### src/rtl/adc_fifo_pkg.sv
// Shared constants and helpers for the ADC sample FIFO.
package adc_fifo_pkg;

    localparam int unsigned WIDTH_DEF      = 16;
    localparam int unsigned DEPTH_LOG2_DEF = 6;

    // One extra bit so the count can represent a completely full FIFO.
    function automatic int unsigned count_width(input int unsigned depth_log2);
        return depth_log2 + 1;
    endfunction

endpackage

### src/rtl/adc_fifo_ram.sv
// Simple dual-port sample RAM: one write port and one registered read port with enable.
module adc_fifo_ram #(
    parameter int unsigned WIDTH      = 16,
    parameter int unsigned DEPTH_LOG2 = 6
) (
    input  logic                  clk_i,
    input  logic                  rst_i,
    input  logic                  we_i,
    input  logic [DEPTH_LOG2-1:0] waddr_i,
    input  logic [WIDTH-1:0]      wdata_i,
    input  logic                  re_i,
    input  logic [DEPTH_LOG2-1:0] raddr_i,
    output logic [WIDTH-1:0]      rdata_o
);

    localparam int unsigned DEPTH = 2 ** DEPTH_LOG2;

    logic [WIDTH-1:0] mem_q [DEPTH];
    logic [WIDTH-1:0] rdata_q;

    always_ff @(posedge clk_i) begin
        if (we_i) begin
            mem_q[waddr_i] <= wdata_i;
        end
    end

    // Output register reset maps onto the block RAM's synchronous output reset.
    always_ff @(posedge clk_i) begin
        if (rst_i) begin
            rdata_q <= '0;
        end else if (re_i) begin
            rdata_q <= mem_q[raddr_i];
        end
    end

    assign rdata_o = rdata_q;

endmodule

### src/rtl/adc_sample_fifo.sv
// Synchronous sample FIFO: pointers, occupancy count, registered status flags
// and sticky overflow/underflow errors around a dual-port RAM.
module adc_sample_fifo
    import adc_fifo_pkg::*;
#(
    parameter int unsigned WIDTH        = WIDTH_DEF,
    parameter int unsigned DEPTH_LOG2   = DEPTH_LOG2_DEF,
    parameter int unsigned AFULL_LEVEL  = 48,
    parameter int unsigned AEMPTY_LEVEL = 4
) (
    input  logic                  CLK,
    input  logic                  RESET,
    input  logic                  FLUSH,
    input  logic                  WEN,
    input  logic [WIDTH-1:0]      WD,
    input  logic                  REN,
    output logic [WIDTH-1:0]      RD,
    output logic                  RD_VALID,
    output logic [DEPTH_LOG2:0]   COUNT,
    output logic                  FULL,
    output logic                  EMPTY,
    output logic                  ALMOST_FULL,
    output logic                  ALMOST_EMPTY,
    output logic                  OVERFLOW,
    output logic                  UNDERFLOW,
    input  logic                  CLR_ERR
);

    localparam int unsigned CW    = count_width(DEPTH_LOG2);
    localparam int unsigned DEPTH = 2 ** DEPTH_LOG2;

    logic [DEPTH_LOG2-1:0] wptr_q, wptr_d;
    logic [DEPTH_LOG2-1:0] rptr_q, rptr_d;
    logic [CW-1:0]         count_q, count_d;
    logic                  full_q, full_d;
    logic                  empty_q, empty_d;
    logic                  afull_q, afull_d;
    logic                  aempty_q, aempty_d;
    logic                  ovf_q, ovf_d;
    logic                  unf_q, unf_d;
    logic                  rvalid_q, rvalid_d;
    logic                  wr_acc, rd_acc;

    // Acceptance uses the registered flags, so a full FIFO never takes a write
    // on the strength of a same-cycle read (and likewise for empty).
    assign wr_acc = WEN & ~full_q  & ~FLUSH;
    assign rd_acc = REN & ~empty_q & ~FLUSH;

    always_comb begin
        wptr_d   = wptr_q;
        rptr_d   = rptr_q;
        count_d  = count_q;
        rvalid_d = rd_acc;
        ovf_d    = ovf_q & ~CLR_ERR;
        unf_d    = unf_q & ~CLR_ERR;

        if (FLUSH) begin
            wptr_d  = '0;
            rptr_d  = '0;
            count_d = '0;
        end else begin
            if (wr_acc) begin
                wptr_d = wptr_q + DEPTH_LOG2'(1);
            end
            if (rd_acc) begin
                rptr_d = rptr_q + DEPTH_LOG2'(1);
            end
            if (wr_acc && !rd_acc) begin
                count_d = count_q + CW'(1);
            end else if (rd_acc && !wr_acc) begin
                count_d = count_q - CW'(1);
            end
            if (WEN && full_q) begin
                ovf_d = 1'b1;
            end
            if (REN && empty_q) begin
                unf_d = 1'b1;
            end
        end

        full_d   = (count_d == CW'(DEPTH));
        empty_d  = (count_d == '0);
        afull_d  = (count_d >= CW'(AFULL_LEVEL));
        aempty_d = (count_d <= CW'(AEMPTY_LEVEL));
    end

    always_ff @(posedge CLK) begin
        if (RESET) begin
            wptr_q   <= '0;
            rptr_q   <= '0;
            count_q  <= '0;
            full_q   <= 1'b0;
            empty_q  <= 1'b1;
            afull_q  <= (AFULL_LEVEL == 0);
            aempty_q <= 1'b1;
            ovf_q    <= 1'b0;
            unf_q    <= 1'b0;
            rvalid_q <= 1'b0;
        end else begin
            wptr_q   <= wptr_d;
            rptr_q   <= rptr_d;
            count_q  <= count_d;
            full_q   <= full_d;
            empty_q  <= empty_d;
            afull_q  <= afull_d;
            aempty_q <= aempty_d;
            ovf_q    <= ovf_d;
            unf_q    <= unf_d;
            rvalid_q <= rvalid_d;
        end
    end

    adc_fifo_ram #(
        .WIDTH      (WIDTH),
        .DEPTH_LOG2 (DEPTH_LOG2)
    ) u_ram (
        .clk_i   (CLK),
        .rst_i   (RESET),
        .we_i    (wr_acc),
        .waddr_i (wptr_q),
        .wdata_i (WD),
        .re_i    (rd_acc),
        .raddr_i (rptr_q),
        .rdata_o (RD)
    );

    assign RD_VALID     = rvalid_q;
    assign COUNT        = count_q;
    assign FULL         = full_q;
    assign EMPTY        = empty_q;
    assign ALMOST_FULL  = afull_q;
    assign ALMOST_EMPTY = aempty_q;
    assign OVERFLOW     = ovf_q;
    assign UNDERFLOW    = unf_q;

endmodule
### config.mk
export PLATFORM = sky130hd
export DESIGN_NAME = adc_sample_fifo
export DESIGN_NICKNAME = d
export VERILOG_FILES = /design/src/rtl/adc_fifo_pkg.sv /design/src/rtl/adc_fifo_ram.sv /design/src/rtl/adc_sample_fifo.sv
export SDC_FILE = /design/constraint.sdc
export NUM_CORES = 1
export LEC_CHECK = 0
export BUFFER_PORTS_ARGS = -buffer_cell sky130_fd_sc_hd__buf_4
export CAP_MARGIN = 40
export CORE_MARGIN = 2
export CORE_UTILIZATION = 63
export DETAILED_ROUTE_END_ITERATION = 6
export PLACE_DENSITY = 0.8
export SLEW_MARGIN = 25
export SYNTH_ARGS = -nofsm -noshare
export SYNTH_HDL_FRONTEND = slang
export SYNTH_HIERARCHICAL = 1
export SYNTH_SLANG_ARGS = --single-unit
export TNS_END_PERCENT = 30
### constraint.sdc
create_clock -name CLK -period 3.75 [get_ports CLK]
set_clock_uncertainty 0.05 [all_clocks]
set_input_delay 0.375 -clock CLK [delete_from_list [all_inputs] [get_ports CLK]]
set_output_delay 0.375 -clock CLK [all_outputs]
set_load 0.02 [all_outputs]
Yosys cells after proc, flatten, opt, wreduce, memory -nomap -nowiden
Memory sizes are Yosys's and may differ from the RTL's. A register that Yosys moved wholly into a read port is not among the register bits.
Index checks and enable logic that the tools add are counted.
{ "word_totals": {"ramBits": 1024, "register_bits": 26, "out_inout_bits": 30, "n_memories": 1} }
{ "memory_table": {"columns": ["name", "depth", "width", "read_ports", "rd_clocked_by_memory_dff", "write_ports", "line", "text"], "rows": [
  ["u_ram.mem_q", 64, 16, 1, 1, 1, "adc_fifo_ram.sv:18", "logic [WIDTH-1:0] mem_q [DEPTH];"]
]} }
{ "classes": {"magnitude_cmp": 2, "n_mux": 9, "n_bitwise": 10, "reduce_logical": 8, "addsub": 4, "n_eq_ne": 1} }
{ "ops": {"columns": ["op", "n"], "rows": [
  ["$mux 7", 3],
  ["$add 6x1->6 const B", 2],
  ["$add 7x1->7 const B", 1],
  ["$eq 7x7->1 const B", 1],
  ["$ge 7x6->1 const B", 1],
  ["$le 7x3->1 const B", 1],
  ["$logic_not 7->1", 1],
  ["$sub 7x1->7 const B", 1],
  ["$and 1x1->1", 6],
  ["$mux 1", 6],
  ["$logic_and 1x1->1", 4],
  ["$not 1->1", 4],
  ["$logic_not 1->1", 2],
  ["$reduce_or 2->1", 1]
]} }

Logic depth before layout (Yosys ltp)
{ "logic_depth": {"ltp_word": 9, "depth_mapped": 9, "ltp_nobuf": 8} }

By module
Netlist, hierarchy kept.
{ "modules_own_cells": {"columns": ["mod", "n_inst", "cells_per_inst", "area_per_inst_um2"], "rows": [
  ["adc_fifo_ram", 1, 2036, 40146.0],
  ["adc_sample_fifo", 1, 148, 1283.7]
]} }

Least setup slack after synthesis
Ideal clock, no wire load.
{ "synth_timing": {"path_type": "reg2reg", "start": "register full_q (netlist: FULL)", "end": "memory u_ram.mem_q[48][0], enable pin", "path_slack_ns": 0.822, "synth_period_minus_slack_ns": 2.928, "required_ns": 3.291, "arrival_ns": 2.469, "setup_time_ns": 0.409, "path_stages_with_launch": 6, "cell_sequence": "dfxtp_1 -> nand2b_1 -> nor2_1 -> nor2b_1 -> nand4b_1 -> nor3_1"} }
{ "synth_between": {"elab_chain_cells": 5} }
{ "synth_lines": {"columns": ["item", "line", "text"], "rows": [
  ["start: declaration", "adc_sample_fifo.sv:35", "logic full_q, full_d;"],
  ["start signal: assignment", "adc_sample_fifo.sv:103", "full_q <= full_d;"],
  ["$not 1->1", "adc_sample_fifo.sv:46", "assign wr_acc = WEN & ~full_q & ~FLUSH;"],
  ["$and 1x1->1 (2 in series)", "adc_sample_fifo.sv:46", null],
  ["net wr_acc", "adc_sample_fifo.sv:42", "logic wr_acc, rd_acc;"],
  ["$mux 1", "adc_fifo_ram.sv:22", "if (we_i) begin"],
  ["$mux 1 (not written as such)", "adc_fifo_ram.sv:23", "mem_q[waddr_i] <= wdata_i;"],
  ["end: declaration", "adc_fifo_ram.sv:18", null]
]} }
The timed path passes the listed nets, and every way through them passes these cells.

==> out/qor.yml <==
critical_path:
  critical_path_peak_fanout: 49
  cp_data_arrival_time_ns: 4.04
  critical_path.startpoint_type: "register"
  critical_path.slowest_cell: "sky130_fd_sc_hd__dfxtp_4"
  critical_path.max_stage_delay_ns: 0.86
  path_class: "register to register"
  cells_along_the_critical_path: "buf_12, buf_4, mux4_2, a22oi_1, o31ai_1, buf_2, nor3_1, o221ai_1"
  critical_path_required_time_ns: 4.19
  endpoint_kind: "register"
sta:
  maxSlewViolCount: 0
  hold_viol: 0
  finalCritPeriodShare_pct: 95.9
  post-route-min-period_ns: 3.60
  finalSetupViolCount: 0
  rsz0062_at_grt: "no"
  worst_pin_slew_ns: 0.854
  timing.fmax_mhz: 278
  fin_tns_setup_ns: 0
  max_slew_margin_pct: 42.6
clocking:
  htree_levels: 3
  numCtsBuffers: 99
  max-clock-path-buffers: 3
  clock_tree_from_tritoncts: "yes"
  clkSlewWorstSetupHoldPaths_ns: 0.06
  post_cts_resize_count: 0
  cts.sink_count: 1066
  clock_insertion_delay_worst_skew_ns: 0.66
  cts_root_buffer: "sky130_fd_sc_hd__clkbuf_16"
floorplan:
  width_of_the_die_um: 260
  initial_utilization_pct: 63.4
  rows: 94
  top_level_port_count: 52
  coreArea_um2: 65400
  total_die_area_um2: 67800
  floorplan.die.height_um: 260
synthesis:
  synth.top_cells.by_area: "sky130_fd_sc_hd__edfxtp_1, sky130_fd_sc_hd__mux4_2, sky130_fd_sc_hd__mux2_2"
  synth.net_count: 2210
  synth_seq_cells: 1066
  synth_area_um2: 41400
  yosysUniqueCellTypes: 53
  synth_async_sr_flop_share_pct: 0
  synth_top_area_share_pct: 74.2
  avgSynthCellArea_um2: 19.0
  synth_warnings: 6
  synthDominantAreaCellType: "sky130_fd_sc_hd__edfxtp_1"
  synthFlopType: "sky130_fd_sc_hd__edfxtp_1"
  synth_enable_flop_cells: 1024
  post_synth_inst_count: 2184
  seq_area_frac_synth_pct: 76.3
drt:
  avgRoutedWirePerCell_um: 30.7
  vias: 22210
  drt_first_iter_violations: 3130
  drt_wirelength_mm: 100
  drt_pre_antenna_iters: 6
  routed_via_density: 6.78
  drcViolationCount: 0
  antenna_violating_nets_post_route: 0
global_route:
  grt_first_pass_wirelength_mm: 147
  globalRouteTotalUtil_pct: 30.3
  grt_start_max_net_pins: 71
  antenna_violations_before_repair: 2
  globalRouteOverflowTotal: 0
  first_global_vias: 22059
cells_and_area:
  area.growth.synth_to_final_pct: 12.1
  final_net_count: 2355
  fin_cells: 3277
  final_layout_size_suffix_gt1_share_pct: 27.7
  fillerInstances: 3877
hold_path:
  hold_path_class: "primary input to register"
pwr:
  share_comb_of_total_power_pct: 2.0
  cellInternalPower_w: 0.0185
  report.power.total_w: 0.0231
  power_per_cell_area_nw_per_um2: 497
  sw_frac_of_total_pct: 19.9
  power.clock.fraction_pct: 41.4
  irDropWorstVdd_mv: 0.447
  p_switching_w: 0.00461
  seq_power_share_pct: 56.6
  static-leakage-power_nw: 14.4
status:
  run_status: "finished, final reports clean"
placed_design:
  dp.cells: 3087
  portBuffers: 51
  gp_congestion: 0.855
  post-dp-hpwl_mm: 57.4
job:
  cap_viol_max_count: 0
-- sequential cells by signal (all words and copies together), names as in the netlist --
register	cells
UNDERFLOW	1
wptr_q	6
EMPTY	1
FULL	1
u_ram/mem_q	1024
OVERFLOW	1
RD_VALID	1
u_ram/rdata_o	16
rptr_q	6
ALMOST_FULL	1
COUNT	7
ALMOST_EMPTY	1
-- worst max-delay path, delay by kind of cell (launching register included) --
family | cells | cell delay [ns]
AO/OA/AOI/OAI | 3 | 0.78
buffers and inverters | 3 | 0.73
flip-flops | 1 | 0.86
multiplexers | 1 | 0.32
AND/OR/NAND/NOR | 1 | 0.61
-- synth_stat cells (2+ instances only) --
master,count
sky130_fd_sc_hd__edfxtp_1,1024
sky130_fd_sc_hd__mux2_2,195
sky130_fd_sc_hd__mux4_2,128
sky130_fd_sc_hd__nor2_1,91
sky130_fd_sc_hd__nor2b_1,74
sky130_fd_sc_hd__nor3_1,69
sky130_fd_sc_hd__o21ai_0,65
sky130_fd_sc_hd__o22ai_1,65
sky130_fd_sc_hd__a211oi_1,64
sky130_fd_sc_hd__clkbuf_1,64
sky130_fd_sc_hd__dfxtp_1,42
sky130_fd_sc_hd__buf_2,39
sky130_fd_sc_hd__a22o_1,32
sky130_fd_sc_hd__a22oi_1,32
sky130_fd_sc_hd__o31ai_1,32
sky130_fd_sc_hd__or3b_2,18
sky130_fd_sc_hd__o221ai_1,16
sky130_fd_sc_hd__nand2_1,15
sky130_fd_sc_hd__nand2b_1,13
sky130_fd_sc_hd__buf_1,12
sky130_fd_sc_hd__nand3_1,11
sky130_fd_sc_hd__buf_6,10
sky130_fd_sc_hd__xnor2_1,7
sky130_fd_sc_hd__xor2_1,7
sky130_fd_sc_hd__a21oi_1,6
sky130_fd_sc_hd__nand4_1,6
sky130_fd_sc_hd__inv_1,5
sky130_fd_sc_hd__buf_4,4
sky130_fd_sc_hd__ha_1,4
sky130_fd_sc_hd__nand3b_1,4
sky130_fd_sc_hd__or3_1,4
sky130_fd_sc_hd__a2bb2oi_1,2
sky130_fd_sc_hd__and3_1,2
sky130_fd_sc_hd__and4_1,2
sky130_fd_sc_hd__mux2i_1,2
-- power groups by stage --
stage          clock network [W]  registers [W]  logic (W)
6_report                 0.00956         0.0131   0.000457
5_1_grt                   0.0101         0.0131   0.000482
4_1_cts                  0.00965         0.0131   0.000452
3_5_place_dp                   0         0.0133   0.000450
3_3_place_gp                   0         0.0133   0.000427
2_1_floorplan                  0         0.0133   0.000146
-- logic make-up (layout without fill, tap and decap cells) --
kind of cell	count (synthesis)	after routing	share of synthesized area, %
flops	1066	1066	76.3
compound gates	320	320	5.34
xor+xnor	14	14	0.296
buf+inv	135	363	1.56
simple gates	320	320	4.13
other cells	0	1	0
mux	325	325	12.3
fa+ha+maj	4	4	0.121
-- cell usage in the layout, fill, tap and decap left out, types with 5 or more instances in the layout --
| cell type | count |
|---|---|
| sky130_fd_sc_hd__edfxtp_1 | 1024 |
| sky130_fd_sc_hd__mux2_2 | 195 |
| sky130_fd_sc_hd__buf_4 | 156 |
| sky130_fd_sc_hd__mux4_2 | 128 |
| sky130_fd_sc_hd__clkbuf_16 | 100 |
| sky130_fd_sc_hd__nor2_1 | 89 |
| sky130_fd_sc_hd__nor2b_1 | 73 |
| sky130_fd_sc_hd__nor3_1 | 67 |
| sky130_fd_sc_hd__o22ai_1 | 65 |
| sky130_fd_sc_hd__o21ai_0 | 65 |
| sky130_fd_sc_hd__a211oi_1 | 64 |
| sky130_fd_sc_hd__dfxtp_1 | 40 |
| sky130_fd_sc_hd__a22oi_1 | 32 |
| sky130_fd_sc_hd__o31ai_1 | 32 |
| sky130_fd_sc_hd__a22o_1 | 32 |
| sky130_fd_sc_hd__clkbuf_1 | 30 |
| sky130_fd_sc_hd__clkinv_2 | 20 |
| sky130_fd_sc_hd__or3b_2 | 18 |
| sky130_fd_sc_hd__o221ai_1 | 16 |
| sky130_fd_sc_hd__nand2_1 | 15 |
| sky130_fd_sc_hd__clkinv_1 | 15 |
| sky130_fd_sc_hd__nand2b_1 | 11 |
| sky130_fd_sc_hd__nand3_1 | 11 |
| sky130_fd_sc_hd__buf_12 | 10 |
| sky130_fd_sc_hd__xor2_1 | 7 |
| sky130_fd_sc_hd__xnor2_1 | 7 |
| sky130_fd_sc_hd__nand4_1 | 6 |
| sky130_fd_sc_hd__a21oi_1 | 6 |
| sky130_fd_sc_hd__clkbuf_8 | 6 |
| sky130_fd_sc_hd__inv_1 | 5 |
-- final cells by class --
type                            count  area, um2  area share (%)
Tap cell                          864       1080            2.33
Sequential cell                  1066      31600            68.0
Inverter                            6       23.8          0.0512
Timing Repair Buffer              173       1450            3.12
Multi-Input combinational cell    983       9220            19.8
Clock buffer                      136       2700            5.81
Clock inverter                     48        387           0.832
Antenna cell                        1       2.50         0.00539
-- worst paths after layout --
path              slack (ns)  startpoint          endpoint  cells after the start
setup / recovery        0.15   rptr_q[2]  u_ram/rdata_o[9]                      8
hold / removal          0.09       RESET          COUNT[2]                      2
setup reg to reg        0.15   rptr_q[2]  u_ram/rdata_o[9]                      8
hold reg to reg         0.48    OVERFLOW          OVERFLOW                      2
-- through the flow --
stage	setup slack, ns	utilization [%]	area (um2)	hold WS, ns
floorplan	0.822	-	41400	0.411
global placement	0.434	66.2	43300	0.408
detailed placement	0.429	66.3	43300	0.433
CTS	0.291	71.0	46400	0.0697
global route	0.165	71.0	46500	0.0858
finish	0.154	71.0	46500	0.0935
-- what timing repair did --
item / in CTS / in global routing
hold buffers: 2 / 0
hold endpoints to repair: 2 / 0
setup buffers: 0 / 0
-- metal layers --
metal	vias to the layer above	global-route usage (%)	part of all wire (%)
met5	-	0	0.010
met4	2	13.0	4.4
met3	217	6.29	11
met2	1464	46.2	47
met1	11343	43.1	38
li1	9184	-	-
Power figures use the tool's default switching activity.
